## src/rtl/nibbler_core_p.sv

```systemverilog
`default_nettype none
// ============================================================================
// Module   : nibbler_core_p
// Purpose  : Parametrised accumulator CPU. Two-phase FETCH/EXEC execution,
//            16 opcodes including CALL/RET on a hardware return stack and a
//            non-destructive compare (CMPI).
// Ports    : clk, reset      - clock, synchronous active-high reset
//            pm_addr/pm_data - program memory (combinational read)
//            ram_*           - data RAM (combinational read, ram_we write)
//            in_port/out_port- input port / output register
//            phase, pc, instr, accu, c_flag, z_flag, sp, stack_err - state
//            step            - single-step enable (NIBBLER_STEP_EN only)
// Macro    : NIBBLER_STEP_EN - after each EXEC the core waits in HOLD until
//            step=1 is seen; reset always returns to FETCH.
// Revision : 1.0 - initial release
// ============================================================================
module nibbler_core_p #(
  parameter int DATA_W      = 4,
  parameter int ADDR_W      = 12,
  parameter int STACK_DEPTH = 4
) (
  input  logic                               clk,
  input  logic                               reset,
`ifdef NIBBLER_STEP_EN
  input  logic                               step,
`endif
  input  logic [4+ADDR_W-1:0]                pm_data,
  output logic [ADDR_W-1:0]                  pm_addr,
  input  logic [DATA_W-1:0]                  ram_rdata,
  output logic [ADDR_W-1:0]                  ram_addr,
  output logic [DATA_W-1:0]                  ram_wdata,
  output logic                               ram_we,
  input  logic [DATA_W-1:0]                  in_port,
  output logic [DATA_W-1:0]                  out_port,
  output logic                               phase,
  output logic [ADDR_W-1:0]                  pc,
  output logic [4+ADDR_W-1:0]                instr,
  output logic [DATA_W-1:0]                  accu,
  output logic                               c_flag,
  output logic                               z_flag,
  output logic [$clog2(STACK_DEPTH+1)-1:0]   sp,
  output logic                               stack_err
);

  localparam int SP_W  = $clog2(STACK_DEPTH+1);
  localparam int IDX_W = (STACK_DEPTH > 1) ? $clog2(STACK_DEPTH) : 1;
  localparam logic [SP_W-1:0] SP_FULL = SP_W'(STACK_DEPTH);

  localparam logic [3:0] OP_LDI  = 4'd1,  OP_LD   = 4'd2,  OP_ST   = 4'd3;
  localparam logic [3:0] OP_ADDI = 4'd4,  OP_ADD  = 4'd5,  OP_NANDI = 4'd6;
  localparam logic [3:0] OP_CMPI = 4'd7,  OP_JMP  = 4'd8,  OP_JC   = 4'd9;
  localparam logic [3:0] OP_JZ   = 4'd10, OP_JNZ  = 4'd11, OP_CALL = 4'd12;
  localparam logic [3:0] OP_RET  = 4'd13, OP_IN   = 4'd14, OP_OUT  = 4'd15;

  typedef enum logic [1:0] {
    ST_FETCH = 2'd0,
    ST_EXEC  = 2'd1,
    ST_HOLD  = 2'd2
  } state_t;

  state_t                state_q, state_d;
  logic [ADDR_W-1:0]     pc_q, pc_d;
  logic [4+ADDR_W-1:0]   instr_q, instr_d;
  logic [DATA_W-1:0]     accu_q, accu_d;
  logic                  c_q, c_d;
  logic                  z_q, z_d;
  logic [DATA_W-1:0]     out_q, out_d;
  logic [SP_W-1:0]       sp_q, sp_d;
  logic                  err_q, err_d;

  // Return-address storage; contents need no reset.
  logic [ADDR_W-1:0]     stack_mem [STACK_DEPTH];

  logic [3:0]            opcode;
  logic [ADDR_W-1:0]     imm;
  logic [DATA_W-1:0]     imm_data;
  logic [ADDR_W-1:0]     pc_inc;
  logic [DATA_W:0]       sum_imm;
  logic [DATA_W:0]       sum_ram;
  logic [DATA_W-1:0]     nand_res;
  logic [SP_W-1:0]       sp_dec;
  logic                  push;
  logic                  we_exec;

  assign opcode   = instr_q[4+ADDR_W-1 -: 4];
  assign imm      = instr_q[ADDR_W-1:0];
  assign imm_data = imm[DATA_W-1:0];
  assign pc_inc   = pc_q + 1'b1;
  assign sum_imm  = {1'b0, accu_q} + {1'b0, imm_data};
  assign sum_ram  = {1'b0, accu_q} + {1'b0, ram_rdata};
  assign nand_res = ~(accu_q & imm_data);
  assign sp_dec   = sp_q - 1'b1;

  always_comb begin
    state_d = state_q;
    pc_d    = pc_q;
    instr_d = instr_q;
    accu_d  = accu_q;
    c_d     = c_q;
    z_d     = z_q;
    out_d   = out_q;
    sp_d    = sp_q;
    err_d   = err_q;
    push    = 1'b0;
    we_exec = 1'b0;
    case (state_q)
      ST_FETCH: begin
        instr_d = pm_data;
        state_d = ST_EXEC;
      end
      ST_EXEC: begin
`ifdef NIBBLER_STEP_EN
        state_d = ST_HOLD;
`else
        state_d = ST_FETCH;
`endif
        pc_d = pc_inc;
        case (opcode)
          OP_LDI:   accu_d = imm_data;
          OP_LD:    accu_d = ram_rdata;
          OP_ST:    we_exec = 1'b1;
          OP_ADDI: begin
            {c_d, accu_d} = sum_imm;
            z_d = (sum_imm[DATA_W-1:0] == '0);
          end
          OP_ADD: begin
            {c_d, accu_d} = sum_ram;
            z_d = (sum_ram[DATA_W-1:0] == '0);
          end
          OP_NANDI: begin
            accu_d = nand_res;
            c_d    = 1'b0;
            z_d    = (nand_res == '0);
          end
          OP_CMPI: begin
            c_d = (accu_q >= imm_data);
            z_d = (accu_q == imm_data);
          end
          OP_JMP:   pc_d = imm;
          OP_JC:    if (c_q)  pc_d = imm;
          OP_JZ:    if (z_q)  pc_d = imm;
          OP_JNZ:   if (!z_q) pc_d = imm;
          OP_CALL: begin
            // A full stack turns CALL into a flagged fall-through.
            if (sp_q == SP_FULL) begin
              err_d = 1'b1;
            end else begin
              push = 1'b1;
              sp_d = sp_q + 1'b1;
              pc_d = imm;
            end
          end
          OP_RET: begin
            if (sp_q == '0) begin
              err_d = 1'b1;
            end else begin
              pc_d = stack_mem[sp_dec[IDX_W-1:0]];
              sp_d = sp_dec;
            end
          end
          OP_IN:    accu_d = in_port;
          OP_OUT:   out_d  = accu_q;
          default:  ;
        endcase
      end
`ifdef NIBBLER_STEP_EN
      ST_HOLD: begin
        if (step) state_d = ST_FETCH;
      end
`endif
      default: state_d = ST_FETCH;
    endcase
  end

  always_ff @(posedge clk) begin
    if (reset) begin
      state_q <= ST_FETCH;
      pc_q    <= '0;
      instr_q <= '0;
      accu_q  <= '0;
      c_q     <= 1'b0;
      z_q     <= 1'b0;
      out_q   <= '0;
      sp_q    <= '0;
      err_q   <= 1'b0;
    end else begin
      state_q <= state_d;
      pc_q    <= pc_d;
      instr_q <= instr_d;
      accu_q  <= accu_d;
      c_q     <= c_d;
      z_q     <= z_d;
      out_q   <= out_d;
      sp_q    <= sp_d;
      err_q   <= err_d;
    end
  end

  always_ff @(posedge clk) begin
    if (push && !reset) stack_mem[sp_q[IDX_W-1:0]] <= pc_inc;
  end

  // Reset gates the strobe so an aborted ST never reaches the RAM.
  assign ram_we    = we_exec & ~reset;
  assign ram_addr  = imm;
  assign ram_wdata = accu_q;
  assign pm_addr   = pc_q;
  assign pc        = pc_q;
  assign instr     = instr_q;
  assign accu      = accu_q;
  assign c_flag    = c_q;
  assign z_flag    = z_q;
  assign out_port  = out_q;
  assign sp        = sp_q;
  assign stack_err = err_q;
  assign phase     = (state_q == ST_EXEC);

endmodule
`default_nettype wire

```

## config.mk

```make
export PLATFORM = sky130hd
export DESIGN_NAME = nibbler_core_p
export DESIGN_NICKNAME = d
export VERILOG_FILES = /design/src/rtl/nibbler_core_p.sv
export SDC_FILE = /design/constraint.sdc
export NUM_CORES = 1
export LEC_CHECK = 0
export BUFFER_PORTS_ARGS = -buffer_cell sky130_fd_sc_hd__buf_2
export CORE_UTILIZATION = 57
export CTS_BUF_LIST = sky130_fd_sc_hd__clkbuf_8
export DETAILED_ROUTE_END_ITERATION = 16
export PLACE_DENSITY = 0.91
export SYNTH_ARGS = -nofsm -noshare
export SYNTH_HDL_FRONTEND = slang
export SYNTH_SLANG_ARGS = --single-unit
```

## constraint.sdc

```tcl
create_clock -name clk -period 2.8 [get_ports clk]
set_clock_uncertainty 0.05 [all_clocks]
set_input_delay 0.14 -clock clk [delete_from_list [all_inputs] [get_ports clk]]
set_output_delay 0.14 -clock clk [all_outputs]
set_load 0.05 [all_outputs]
```

==> flow_metrics.tcl, run 1 <==
set metrics [dict create \
    vias 4136 \
    synthFlopType "edfxtp_1" \
    p_per_area_nw_per_um2 525 \
    clock_latency_ns 0.36 \
    status "complete, no violations" \
    final_area_um2 5660 \
    hold_viol_final 0 \
    gp_congestion 0.929 \
    die_width_um 95.2 \
    grt.overflow.total 0 \
    critPathKind "reg2out" \
    cts_max_level 3 \
    initialDrtViolationCount 420 \
    synthCells 459 \
    die_h_um 95.2 \
    antenna_found_initial 0 \
    ant_nets 0 \
    relSlewSlack_pct 41.9 \
    worst_pin_slew_ns 0.872 \
    crit_fanout 19 \
    rows 33 \
    wl_per_cell_um 20.1 \
    path_clk_slew_ns 0.09 \
    fin_ws_ns 0.460 \
    start_kind "register" \
    diodes 0 \
    cp_data_arrival_time_ns 2.15 \
    drt-vias-per-instance 6.36 \
    grt_max_degree 46 \
    synth_warnings 0 \
    drc 0 \
    placed_area_um2 5330 \
    final_common_cell "buf_2" \
    p_total_uw 2970 \
    worstHoldPathType "in2reg" \
    place_hpwl_um 8860 \
    yosysSeqAreaShare_pct 46.5 \
    nets 586 \
    synthesis.nets 505 \
    cts-root-buf "clkbuf_8" \
    tns_ns 0 \
    synthArstFlopShare_pct 0 \
    grt_pass1_vias 3839 \
    dieArea_um2 9070 \
    fin_crit_sh_pct 83.6 \
    tritoncts "yes" \
    drtPass1Iterations 5 \
    drive_gt1_share_pct 27.5 \
    portBuffers 97 \
    grt_usage_pct 29.8 \
    syn_area_um2 4950 \
    rrSetupSlack_ns 0.47 \
    min_period_ns 2.34 \
    synth.distinct_cells 63 \
    io_pins 98 \
    timing.hold.ws_ns 0.0112 \
    slew_viol_final 0 \
    crit_path_end_kind "output port" \
    drt_wl_total_um 13100 \
    cts_made_buffers 9 \
    power.leakage_uw 0.00234 \
    worstPathRequired_ns 2.61 \
    clock-sinks 91 \
    area_delta_synth_final_pct 14.3 \
    synth-seq-cells 91 \
    place_worst_setup_slack_ns 0.501 \
    cap_viol_max_count 0 \
    synth.avg_cell_area_um2 10.8 \
    synth-edff-count 48 \
    whs_path_depth 3 \
    core_um2 8300 \
    start_util_pct 59.7 \
    finalSetupViolCount 0 \
    rsz0062_at_grt "false" \
    vdd_drop_max_uv 426 \
    worstRegToRegCells 4 \
    max_freq_ghz 0.427 \
    fillers 578 \
    cts_buffer_depth 2 \
    final_cell_mix "buf_2 (97), edfxtp_1 (48), nor2_1 (47)" \
    grt_pass1_wl_um 20000 \
]
kinds of logic after synthesis:
family	after synthesis	synth area share [%]
buffers and inverters	71	8.16
adder cells (fa/ha/maj)	20	5.35
flip-flops	91	46.5
AO/OA/AOI/OAI	99	13.9
multiplexers	32	9.52
AND/OR/NAND/NOR	128	13.4
XOR/XNOR	18	3.18
synth_stat cells (9+ instances only):
master,instances,share of area [%]
nor2_1,47,3.6
dfxtp_1,43,17
clkbuf_1,13,0.98
and3_1,12,1.5
mux4_2,12,5.5
mux2i_1,19,3.8
nor2b_1,9,1.1
nand2_1,18,1.4
a21boi_0,9,1.4
o21ai_0,28,2.8
buf_4,35,5.3
inv_1,16,1.2
xnor2_1,10,1.8
edfxtp_1,48,29
a21oi_1,12,1.2
a311oi_1,11,1.9
ha_1,18,4.5
final timing paths:
path,endpoint,from
worst max-delay path,ram_we,instr[13]
worst min-delay path,instr[1],pm_data[1]
worst max register to register,pc[8],instr[14]
worst min register to register,stack_err,stack_err
layer usage:
layer / share of wire (%) / vias up / track usage [%]
met4: 3.3 / 0 / 15.8
met3: 11 / 41 / 5.58
li1: - / 1831 / -
met5: 0 / - / 0
met1: 40 / 1954 / 42.2
met2: 46 / 310 / 43.2
power breakdown:
group | leakage, uW | switching [uW] | internal, uW
Combinational | 0.00144 | 415 | 178
Sequential | 0.000794 | 74.1 | 1440
Clock | 0.000101 | 483 | 383
per-stage QoR:
stage,util [%],std cells
detailed placement,64.2,620
floorplan,-,459
finish,68.2,650
global placement,64.2,620
global route,68.2,650
CTS,68.2,650
cell type report:
type | count | area, um2 | share of cell area, %
well taps | 105 | 131 | 2.32
multi-input cells | 297 | 2250 | 39.7
inverters | 17 | 63.8 | 1.13
flip-flops and latches | 91 | 2300 | 40.7
clock inverters | 5 | 40.0 | 0.707
clock buffers | 11 | 151 | 2.67
repair buffers | 124 | 723 | 12.8
worst max-delay path: stages (launching register included):
cell	delay (ns)
dfxtp_1	0.79
nand2_1	0.31
nor4_1	0.36
buf_2	0.34
sequential cells by signal, summed over array words and instances (netlist names), 3 cells and up:
register   flops
out_port       4
instr         16
accu           4
pc            12
stack_mem     48
sp             3
what timing repair did:
| action | 4_1_cts | 5_1_grt |
|---|---|---|
| hold buffers | 14 | 0 |
| resized for setup | 0 | 0 |
| endpoints found under the setup margin | 0 | 0 |
| buffers inserted | 0 | 0 |
| endpoints found under the hold margin | 14 | 0 |
Note: power is estimated with default switching activity, not from simulation.
==> inputs of run 2 (changes only) <==
==> constraint.sdc (replaced) <==
create_clock -name clk -period 2.3 [get_ports clk]
set_clock_uncertainty 0.05 [all_clocks]
set_input_delay 0.115 -clock clk [delete_from_list [all_inputs] [get_ports clk]]
set_output_delay 0.115 -clock clk [all_outputs]
set_load 0.05 [all_outputs]
==> run 2 against run 1 <==
Effect of this change:
- clock-buffer cell count decreased by 2
- first-iteration DRC count increased by 21%
- wire length increased by 6.1%
- critical endpoint is now pc[10]
- via count increased by 2.5%
- sequential share of layout area decreased by 1.2 points
- core utilization increased by 2.3 points
- final area increased by 3.4%
==> flow_metrics.tcl, run 2 (synthesis results as in run 1) <==
set metrics [dict create \
    p_sw_uw 1220 \
    worstPathRequired_ns 2.50 \
    fillers 560 \
    min_period_ns 2.19 \
    whs_path_depth 3 \
    final_cell_mix "buf_2 (97), edfxtp_1 (48), nor2_1 (47)" \
    vdd_drop_max_uv 509 \
    path_clk_slew_ns 0.10 \
    cts_max_level 3 \
    die_width_um 95.2 \
    grt_usage_pct 31.8 \
    power_frac_seq_pct 47.8 \
    p_comb_share_pct 19.9 \
    rows 33 \
    clock_latency_ns 0.37 \
    drt_wl_total_um 13900 \
    timing.rr.start "pc[0]" \
    tns_ns 0 \
    grt_pass1_wl_um 21000 \
    crit_path_end_kind "register" \
    hold_viol_final 0 \
    largest_reg_flops 48 \
    portBuffers 97 \
    status "complete, no violations" \
    tritoncts "yes" \
    hp-start "pm_data[2]" \
    die_h_um 95.2 \
    core_um2 8300 \
    cts_buffer_depth 2 \
    drive_gt1_share_pct 29.7 \
    clock_power_share_pct 32.3 \
    worst_pin_slew_ns 0.551 \
    start_kind "register" \
    drtPass1Iterations 7 \
    clock-sinks 91 \
    grt.overflow.total 0 \
    start_util_pct 59.7 \
    vias 4238 \
    post-cts-setup-buffers 0 \
    switching_share_pct 31.9 \
    drc 0 \
    critPathKind "reg2reg" \
    relSlewSlack_pct 63.2 \
    ant_nets 0 \
    gp_congestion 0.961 \
    nets 597 \
    initialDrtViolationCount 508 \
    cp_data_arrival_time_ns 2.38 \
    power.leakage_uw 0.00243 \
    cts_made_buffers 9 \
    crit_fanout 7 \
    antenna_found_initial 0 \
    rrSetupSlack_ns 0.11 \
    p_per_area_nw_per_um2 654 \
    intPower_uw 2610 \
    grt_pass1_vias 4089 \
    area_delta_synth_final_pct 18.2 \
    grt_max_degree 33 \
    drt-vias-per-instance 6.41 \
    rsz0062_at_grt "false" \
    cts-root-buf "clkbuf_8" \
    fin_crit_sh_pct 95.1 \
    dieArea_um2 9070 \
    max_freq_ghz 0.457 \
    finalSetupViolCount 0 \
    diodes 0 \
    worstHoldPathType "in2reg" \
    holdPathEnd "instr[2]" \
    reg2reg_to "pc[10]" \
    slew_viol_final 0 \
    wl_per_cell_um 21.0 \
    timing.hold.ws_ns 0.0358 \
    io_pins 98 \
    cap_viol_max_count 0 \
    place_hpwl_um 9440 \
    final_common_cell "buf_2" \
    worstRegToRegCells 6 \
]
## run 2: changes by cell type in the layout (fill, tap and decap cells not counted), sizes merged
| cell | change |
|---|---|
| clkbuf | -2 |
| buf | +10 |
| clkinvlp | +1 |
| dlygate4sd3 | +1 |
| clkinv | -1 |
| bufinv | +2 |
## run 2: stage by stage
stage               cell area [um2]  power, uW  worst slack, ns  instances  util, %
floorplan                      4980       2420           0.0181        459        -
global placement               5470       2570            0.292        630     66.0
detailed placement             5470       2580            0.207        630     66.0
CTS                            5850       3810            0.116        661     70.5
global route                   5860       3940          0.00957        661     70.6
finish                         5860       3830            0.113        661     70.6
## run 2: power groups by stage
stage	clock, uW	combinational [uW]	sequential, uW
6_report	1240	760	1830
5_1_grt	1310	797	1840
4_1_cts	1230	746	1830
3_5_place_dp	0	719	1860
3_3_place_gp	0	708	1860
2_1_floorplan	0	441	1980
## run 2: worst max-delay path by stage
| stage | endpoint | slack [ns] | from | cells after the start |
|---|---|---|---|---|
| floorplan | pc[0] | 0.02 | sp[0] | 9 |
| global placement | accu[2] | 0.29 | accu[0] | 6 |
| detailed placement | pc[0] | 0.21 | sp[1] | 7 |
| CTS | pc[9] | 0.12 | sp[1] | 7 |
| global route | pc[8] | 0.01 | pc[0] | 6 |
| finish | pc[10] | 0.11 | pc[0] | 6 |
## run 2: worst max-delay path, cell delays in order (launching register included)
cell	delay (ns)
dfxtp_1	0.47
ha_1	0.23
and3_1	0.31
nand3_1	0.19
xnor2_2	0.29
o21ai_0	0.15
a311oi_1	0.38
## run 2: metal layers
metal / up-vias / part of all wire (%) / GRT usage, %
met4: 0 / 3.1 / 14.8
met3: 57 / 13 / 7.02
met1: 2010 / 37 / 42.3
li1: 1840 / - / -
met5: - / 0 / 0
met2: 331 / 47 / 49.6
## run 2: layout make-up
cell class	instances	area [um2]	share of cell area, %
flip-flops and latches	91	2310	39.4
multi-input cells	297	2270	38.7
repair buffers	135	858	14.7
well taps	105	131	2.24
clock buffers	9	124	2.12
clock inverters	7	100	1.71
inverters	17	63.8	1.09
## run 2: repair_timing
item | CTS | global route
hold buffers | 15 | 0
endpoints found under the hold margin | 15 | 0
setup endpoints to repair | 0 | 2
resized for setup | 0 | 2
